`config.mk`:
```
export PLATFORM = sky130hd
export DESIGN_NAME = register_lanes_flat
export DESIGN_NICKNAME = d
export VERILOG_FILES = /design/src/rtl/register_lanes_if.sv /design/src/rtl/register_lanes.sv /design/src/flat_wrapper.sv
export SDC_FILE = /design/constraint.sdc
export NUM_CORES = 1
export LEC_CHECK = 0
export CELL_PAD_IN_SITES_DETAIL_PLACEMENT = 0
export CELL_PAD_IN_SITES_GLOBAL_PLACEMENT = 1
export CORE_UTILIZATION = 33
export DETAILED_ROUTE_END_ITERATION = 16
export PLACE_DENSITY_LB_ADDON = 0.3
export REMOVE_ABC_BUFFERS = 1
export SYNTH_ARGS = -nofsm -noshare
export SYNTH_HDL_FRONTEND = slang
export SYNTH_SLANG_ARGS = --single-unit
```
`constraint.sdc`:
```
create_clock -name clk -period 1.8 [get_ports clk]
set_clock_uncertainty 0.05 [all_clocks]
set_input_delay 0.27 -clock clk [delete_from_list [all_inputs] [get_ports clk]]
set_output_delay 0.27 -clock clk [all_outputs]
set_load 0.02 [all_outputs]
```
`src/rtl/register_lanes_if.sv`:
```
`default_nettype none
// +--------------------------------------------------------------------+
// | Module   : register_lanes_if                                      |
// | Brief    : Control/data bundle for register_lanes. The master     |
// |            drives commands and load data; the slave (the          |
// |            register) returns contents and status.                 |
// | Revision : 1.0  initial release                                   |
// +--------------------------------------------------------------------+
interface register_lanes_if #(
  parameter int W = 8,
  parameter int L = 2
);
  localparam int N  = W * L;
  localparam int CW = (L > 1) ? $clog2(L) : 1;

  logic          sclr;
  logic [N-1:0]  in;
  logic [L-1:0]  load;
  logic          inc;
  logic          rot_start;
  logic [CW-1:0] rot_cnt;
  logic          snap;
  logic          restore;
  logic [N-1:0]  out;
  logic          carry;
  logic          busy;
  logic          done;

  modport master (
    output sclr, in, load, inc, rot_start, rot_cnt, snap, restore,
    input  out, carry, busy, done
  );

  modport slave (
    input  sclr, in, load, inc, rot_start, rot_cnt, snap, restore,
    output out, carry, busy, done
  );
endinterface
`default_nettype wire

```
`src/rtl/register_lanes.sv`:
```
`default_nettype none
// +--------------------------------------------------------------------+
// | Module   : register_lanes                                         |
// | Brief    : N = W*L bit register split into L lanes of W bits.     |
// |            Supports per-lane load, whole-word increment with      |
// |            carry pulse, and a multi-cycle left rotate by lanes.   |
// |            Optional shadow register (snap/restore) is built when  |
// |            the macro REGISTER_LANES_SNAP_EN is defined.           |
// | Revision : 1.0  initial release                                   |
// +--------------------------------------------------------------------+
module register_lanes #(
  parameter int W = 8,
  parameter int L = 2
) (
  input  logic            clk,
  input  logic            clear_n,
  register_lanes_if.slave bus
);
  localparam int N  = W * L;
  localparam int CW = (L > 1) ? $clog2(L) : 1;

  typedef enum logic [0:0] {
    IDLE = 1'b0,
    ROT  = 1'b1
  } state_t;

  state_t        r_state;
  state_t        w_state_nxt;
  logic [N-1:0]  r_out;
  logic [N-1:0]  w_out_nxt;
  logic [CW-1:0] r_remaining;
  logic [CW-1:0] w_remaining_nxt;
  logic          r_carry;
  logic          w_carry_nxt;
  logic          r_done;
  logic          w_done_nxt;

  logic [N-1:0]  w_load_merge;
  logic [N-1:0]  w_rot;
  logic [N-1:0]  w_inc_sum;
  logic          w_inc_wrap;
  logic [N-1:0]  w_shadow;
  logic          w_restore;

  // Lanes without a load bit keep their current value.
  for (genvar gi = 0; gi < L; gi++) begin : g_lane
    assign w_load_merge[W*gi +: W] = bus.load[gi] ? bus.in[W*gi +: W] : r_out[W*gi +: W];
  end

  // One-lane left rotate: the top lane wraps around into lane 0.
  assign w_rot = {r_out[N-W-1:0], r_out[N-1:N-W]};

  // Increment with the wrap bit captured as the extra MSB.
  assign {w_inc_wrap, w_inc_sum} = {1'b0, r_out} + {{N{1'b0}}, 1'b1};

`ifdef REGISTER_LANES_SNAP_EN
  logic [N-1:0] r_shadow;

  // Shadow capture; snap samples the pre-edge out so a simultaneous restore sees the old shadow.
  always_ff @(posedge clk or negedge clear_n) begin
    if (!clear_n) begin
      r_shadow <= '0;
    end else if (bus.sclr) begin
      r_shadow <= '0;
    end else if (r_state == IDLE && bus.snap) begin
      r_shadow <= r_out;
    end
  end

  assign w_shadow  = r_shadow;
  assign w_restore = bus.restore;
`else
  logic w_unused_snap;
  assign w_unused_snap = bus.snap ^ bus.restore;
  assign w_shadow      = '0;
  assign w_restore     = 1'b0;
`endif

  // State and datapath registers; clear_n acts immediately, even mid-rotation.
  always_ff @(posedge clk or negedge clear_n) begin
    if (!clear_n) begin
      r_state     <= IDLE;
      r_out       <= '0;
      r_remaining <= '0;
      r_carry     <= 1'b0;
      r_done      <= 1'b0;
    end else begin
      r_state     <= w_state_nxt;
      r_out       <= w_out_nxt;
      r_remaining <= w_remaining_nxt;
      r_carry     <= w_carry_nxt;
      r_done      <= w_done_nxt;
    end
  end

  // Next-state and datapath select in priority order: sclr, rotate, restore, load, inc.
  always_comb begin
    w_state_nxt     = r_state;
    w_out_nxt       = r_out;
    w_remaining_nxt = r_remaining;
    w_carry_nxt     = 1'b0;
    w_done_nxt      = 1'b0;

    if (bus.sclr) begin
      w_state_nxt     = IDLE;
      w_out_nxt       = '0;
      w_remaining_nxt = '0;
    end else if (r_state == ROT) begin
      w_out_nxt       = w_rot;
      w_remaining_nxt = r_remaining - CW'(1);
      if (r_remaining == CW'(1)) begin
        w_state_nxt = IDLE;
        w_done_nxt  = 1'b1;
      end
    end else if (bus.rot_start) begin
      // A zero-length rotate completes immediately without entering ROT.
      if (bus.rot_cnt == '0) begin
        w_done_nxt = 1'b1;
      end else begin
        w_state_nxt     = ROT;
        w_remaining_nxt = bus.rot_cnt;
      end
    end else if (w_restore) begin
      w_out_nxt = w_shadow;
    end else if (|bus.load) begin
      w_out_nxt = w_load_merge;
    end else if (bus.inc) begin
      w_out_nxt   = w_inc_sum;
      w_carry_nxt = w_inc_wrap;
    end
  end

  assign bus.out   = r_out;
  assign bus.carry = r_carry;
  assign bus.busy  = (r_state == ROT);
  assign bus.done  = r_done;

endmodule
`default_nettype wire

```
`src/flat_wrapper.sv`:
```
// flat-port wrapper written by rule: the top's interface ports become plain ports
module register_lanes_flat 
#(
  parameter int W = 8,
  parameter int L = 2
)
  (clk, clear_n, bus_sclr, bus_in, bus_load, bus_inc, bus_rot_start, bus_rot_cnt, bus_snap, bus_restore, bus_out, bus_carry, bus_busy, bus_done);
  register_lanes_if #(.W(W), .L(L)) bus_i ();
  input  logic clk;
  input  logic clear_n;
  input wire logic [$bits(bus_i.sclr)-1:0] bus_sclr;
  input wire logic [$bits(bus_i.in)-1:0] bus_in;
  input wire logic [$bits(bus_i.load)-1:0] bus_load;
  input wire logic [$bits(bus_i.inc)-1:0] bus_inc;
  input wire logic [$bits(bus_i.rot_start)-1:0] bus_rot_start;
  input wire logic [$bits(bus_i.rot_cnt)-1:0] bus_rot_cnt;
  input wire logic [$bits(bus_i.snap)-1:0] bus_snap;
  input wire logic [$bits(bus_i.restore)-1:0] bus_restore;
  output wire logic [$bits(bus_i.out)-1:0] bus_out;
  output wire logic [$bits(bus_i.carry)-1:0] bus_carry;
  output wire logic [$bits(bus_i.busy)-1:0] bus_busy;
  output wire logic [$bits(bus_i.done)-1:0] bus_done;
  assign bus_i.sclr = bus_sclr;
  assign bus_i.in = bus_in;
  assign bus_i.load = bus_load;
  assign bus_i.inc = bus_inc;
  assign bus_i.rot_start = bus_rot_start;
  assign bus_i.rot_cnt = bus_rot_cnt;
  assign bus_i.snap = bus_snap;
  assign bus_i.restore = bus_restore;
  assign bus_out = bus_i.out;
  assign bus_carry = bus_i.carry;
  assign bus_busy = bus_i.busy;
  assign bus_done = bus_i.done;
  register_lanes #(.W(W), .L(L)) u_core (.clk(clk), .clear_n(clear_n), .bus(bus_i));
endmodule
```
==> flow_metrics.py <==
metrics = {
    "setup_path": {
        "worstPathArrival_ns": 1.42,
        "crit_type": "reg -> out",
        "crit_family": "buffers and inverters",
        "critPathLaunchType": "register",
        "r2r_slack_ns": 0.10,
        "end_kind": "output port",
        "cp_num_buf_inv": 2,
        "cp_cell_sequence": "buf_4 -> clkdlybuf4s50_1",
        "required_ns": 1.48,
        "path_max_fanout": 7,
        "cpPeakStageDelay_ns": 0.60,
        "critPathSlowestCell": "clkdlybuf4s50_1",
    },
    "floorplanning": {
        "dieHeight_um": 67.7,
        "coreArea_sq_um": 4090,
        "initial_core_util_pct": 34.9,
        "ios": 45,
        "die_x_um": 67.7,
        "die_area_sq_um": 4590,
        "num_rows": 23,
    },
    "power": {
        "power_leakage_uw": 0.000939,
        "vdd_drop_max_v": 0.000293,
        "powerDensity_nw_per_um2": 651,
    },
    "global_route": {
        "grt_usage_pct": 22.9,
        "grt_max_degree": 21,
        "gr-total-overflow": 0,
        "grt_pass1_vias": 1620,
        "grt_pass1_wl_mm": 7.79,
        "antenna_found_initial": 0,
    },
    "sta": {
        "worst_pin_slew_ns": 0.365,
        "finalCritPeriodShare_pct": 96.6,
        "final.setup.worst_slack_ns": 0.0615,
        "setup_viol": 0,
        "min_period_ns": 1.74,
        "rsz0062_at_grt": "no",
        "finalHoldViolations": 0,
        "max_freq_ghz": 0.575,
        "slew_headroom_pct": 75.6,
        "maxSlewViolCount": 0,
    },
    "yosys": {
        "synthTopCellsByArea": "dfrtp_1 35%, a21oi_1 7.7%, nand2_1 7.1%",
        "synth_top_area_share_pct": 35.1,
        "yosys.area.top_type": "dfrtp_1",
        "yosysMostFrequentCell": "nand2_1",
        "async_flop_share_pct": 100,
        "ys.warnings.count": 0,
        "syn_area_sq_um": 1430,
        "ys_ff_latch": 20,
        "syn_avg_cell_area_sq_um": 7.59,
        "ys.flop_type": "dfrtp_1",
        "netlist_top_cells_count": "27 x nand2_1, 22 x a21oi_1, 20 x dfrtp_1",
        "syn-instance-count": 188,
        "seq_area_frac_synth_pct": 35.1,
        "synth_edf_count": 0,
        "ys_types": 46,
    },
    "clock_tree": {
        "cts_inserted_buffers": 3,
        "cts_tree": "done",
        "cts_max_level": 1,
        "clkSinkCount": 20,
        "cts-hold-fix-buffers": 0,
        "clock_latency_ns": 0.27,
        "clock_path_buffers": 2,
        "cts_root_buffer": "clkbuf_8",
        "path_clk_slew_ns": 0.08,
    },
    "final_layout": {
        "fin_area_sq_um": 2240,
        "synthToLayoutAreaGrowth_pct": 56.8,
        "drive_gt1_share_pct": 20.6,
        "nets": 291,
        "finalNonFillerCells": 312,
        "num_antenna_cells": 0,
    },
    "run_status": {
        "outcome": "finished clean",
    },
    "detailed_routing": {
        "vias": 1720,
        "detail-route-antenna-nets": 0,
        "firstDrtPassIters": 4,
        "first_iter_violations": 116,
        "via_per_inst": 5.51,
        "drt_wl_total_mm": 4.81,
        "wl_per_cell_um": 15.4,
        "drc": 0,
    },
    "job": {
        "drv_cap": 0,
    },
    "placed_design": {
        "placed_cells": 308,
        "place_ws_ns": -0.207,
        "gp_congestion": 0.885,
        "port_buffers": 42,
        "dp.final_hpwl_mm": 3.60,
        "place_area_sq_um": 2150,
    },
    "worst_hold_path": {
        "hp-class": "in -> async",
    },
}
==> worst paths after layout <==
check / from / to / cells past startpoint
max: u_core.bus.out[4] / bus_out[4] / 2
min: clear_n / u_core.bus.out[2] / 2
max reg2reg: u_core.bus.busy / u_core.bus.out[15] / 6
min reg2reg: u_core.r_remaining / u_core.r_remaining / 1
max in group asynchronous: clear_n / u_core.bus.busy / 2
min in group clk: u_core.r_remaining / u_core.r_remaining / 1
==> timing repair <==
action                                 4_1_cts  5_1_grt
setup buffers                                0        1
gates resized for setup                      0       13
setup endpoints to repair                    0       10
endpoints found under the hold margin        0        0
==> layout by cell type, fill, tap and decap left out, types with 4 or more instances in the layout <==
master	instances
or3_1	6
inv_1	4
nand2_1	27
clkdlybuf4s50_1	40
nor3_1	5
o211ai_1	5
nor2_1	15
dfrtp_1	18
o21ai_1	4
a31oi_1	4
o21ai_0	8
a21oi_1	22
buf_4	40
nand3_1	9
==> stage by stage <==
stage | hold slack (ns) | utilization [%] | TNS [ns] | total power, uW
floorplan | -0.0756 | - | -1.38 | 806
global placement | 0.452 | 52.6 | -1.42 | 1140
detailed placement | 0.455 | 52.6 | -1.61 | 1140
CTS | 0.312 | 53.6 | 0 | 1450
global route | 0.325 | 54.7 | 0 | 1530
finish | 0.297 | 54.7 | 0 | 1460
==> worst reg2reg max path, stage by stage (launching register included) <==
cell and delay [ns]:
dfrtp_2 0.44, buf_4 0.18, inv_1 0.29, o21a_1 0.22, nor2_1 0.07, o21ai_0 0.20
o211ai_1 0.12
==> layout make-up <==
cell class / count / area (sq um)
repair buffers: 82 / 726
multi-input cells: 152 / 885
clock buffers: 3 / 41.3
well taps: 50 / 62.6
fillers: 407 / 1850
flip-flops and latches: 20 / 503
inverters: 5 / 18.8
==> state kept, by name (all words and copies together) (netlist names) <==
name and cells:
u_core.bus.done 1, u_core.bus.carry 1, u_core.bus.out 16, u_core.r_remaining 1, u_core.bus.busy 1
==> power breakdown <==
group          total (uW)  internal [uW]  switching [uW]
Sequential            567            502            65.1
Combinational         583            300             283
Clock                 307            150             157
==> routing by layer <==
| metal | vias up | part of all wire, % | GRT usage, % |
|---|---|---|---|
| met5 | - | 0 | 0 |
| met4 | 0 | 0.79 | 6.12 |
| met3 | 4 | 4.8 | 2.53 |
| met2 | 47 | 47 | 37.3 |
| met1 | 821 | 47 | 31.7 |
| li1 | 848 | - | - |
==> cells by family (layout without fill, tap and decap cells) <==
family	after synthesis	in the layout	synth area share (%)
compound gates	65	65	28.9
fa+ha+maj	1	1	0.877
buf+inv	16	90	4.91
flops	20	20	35.1
simple gates	86	86	30.3
Power figures use the tool's default switching activity.
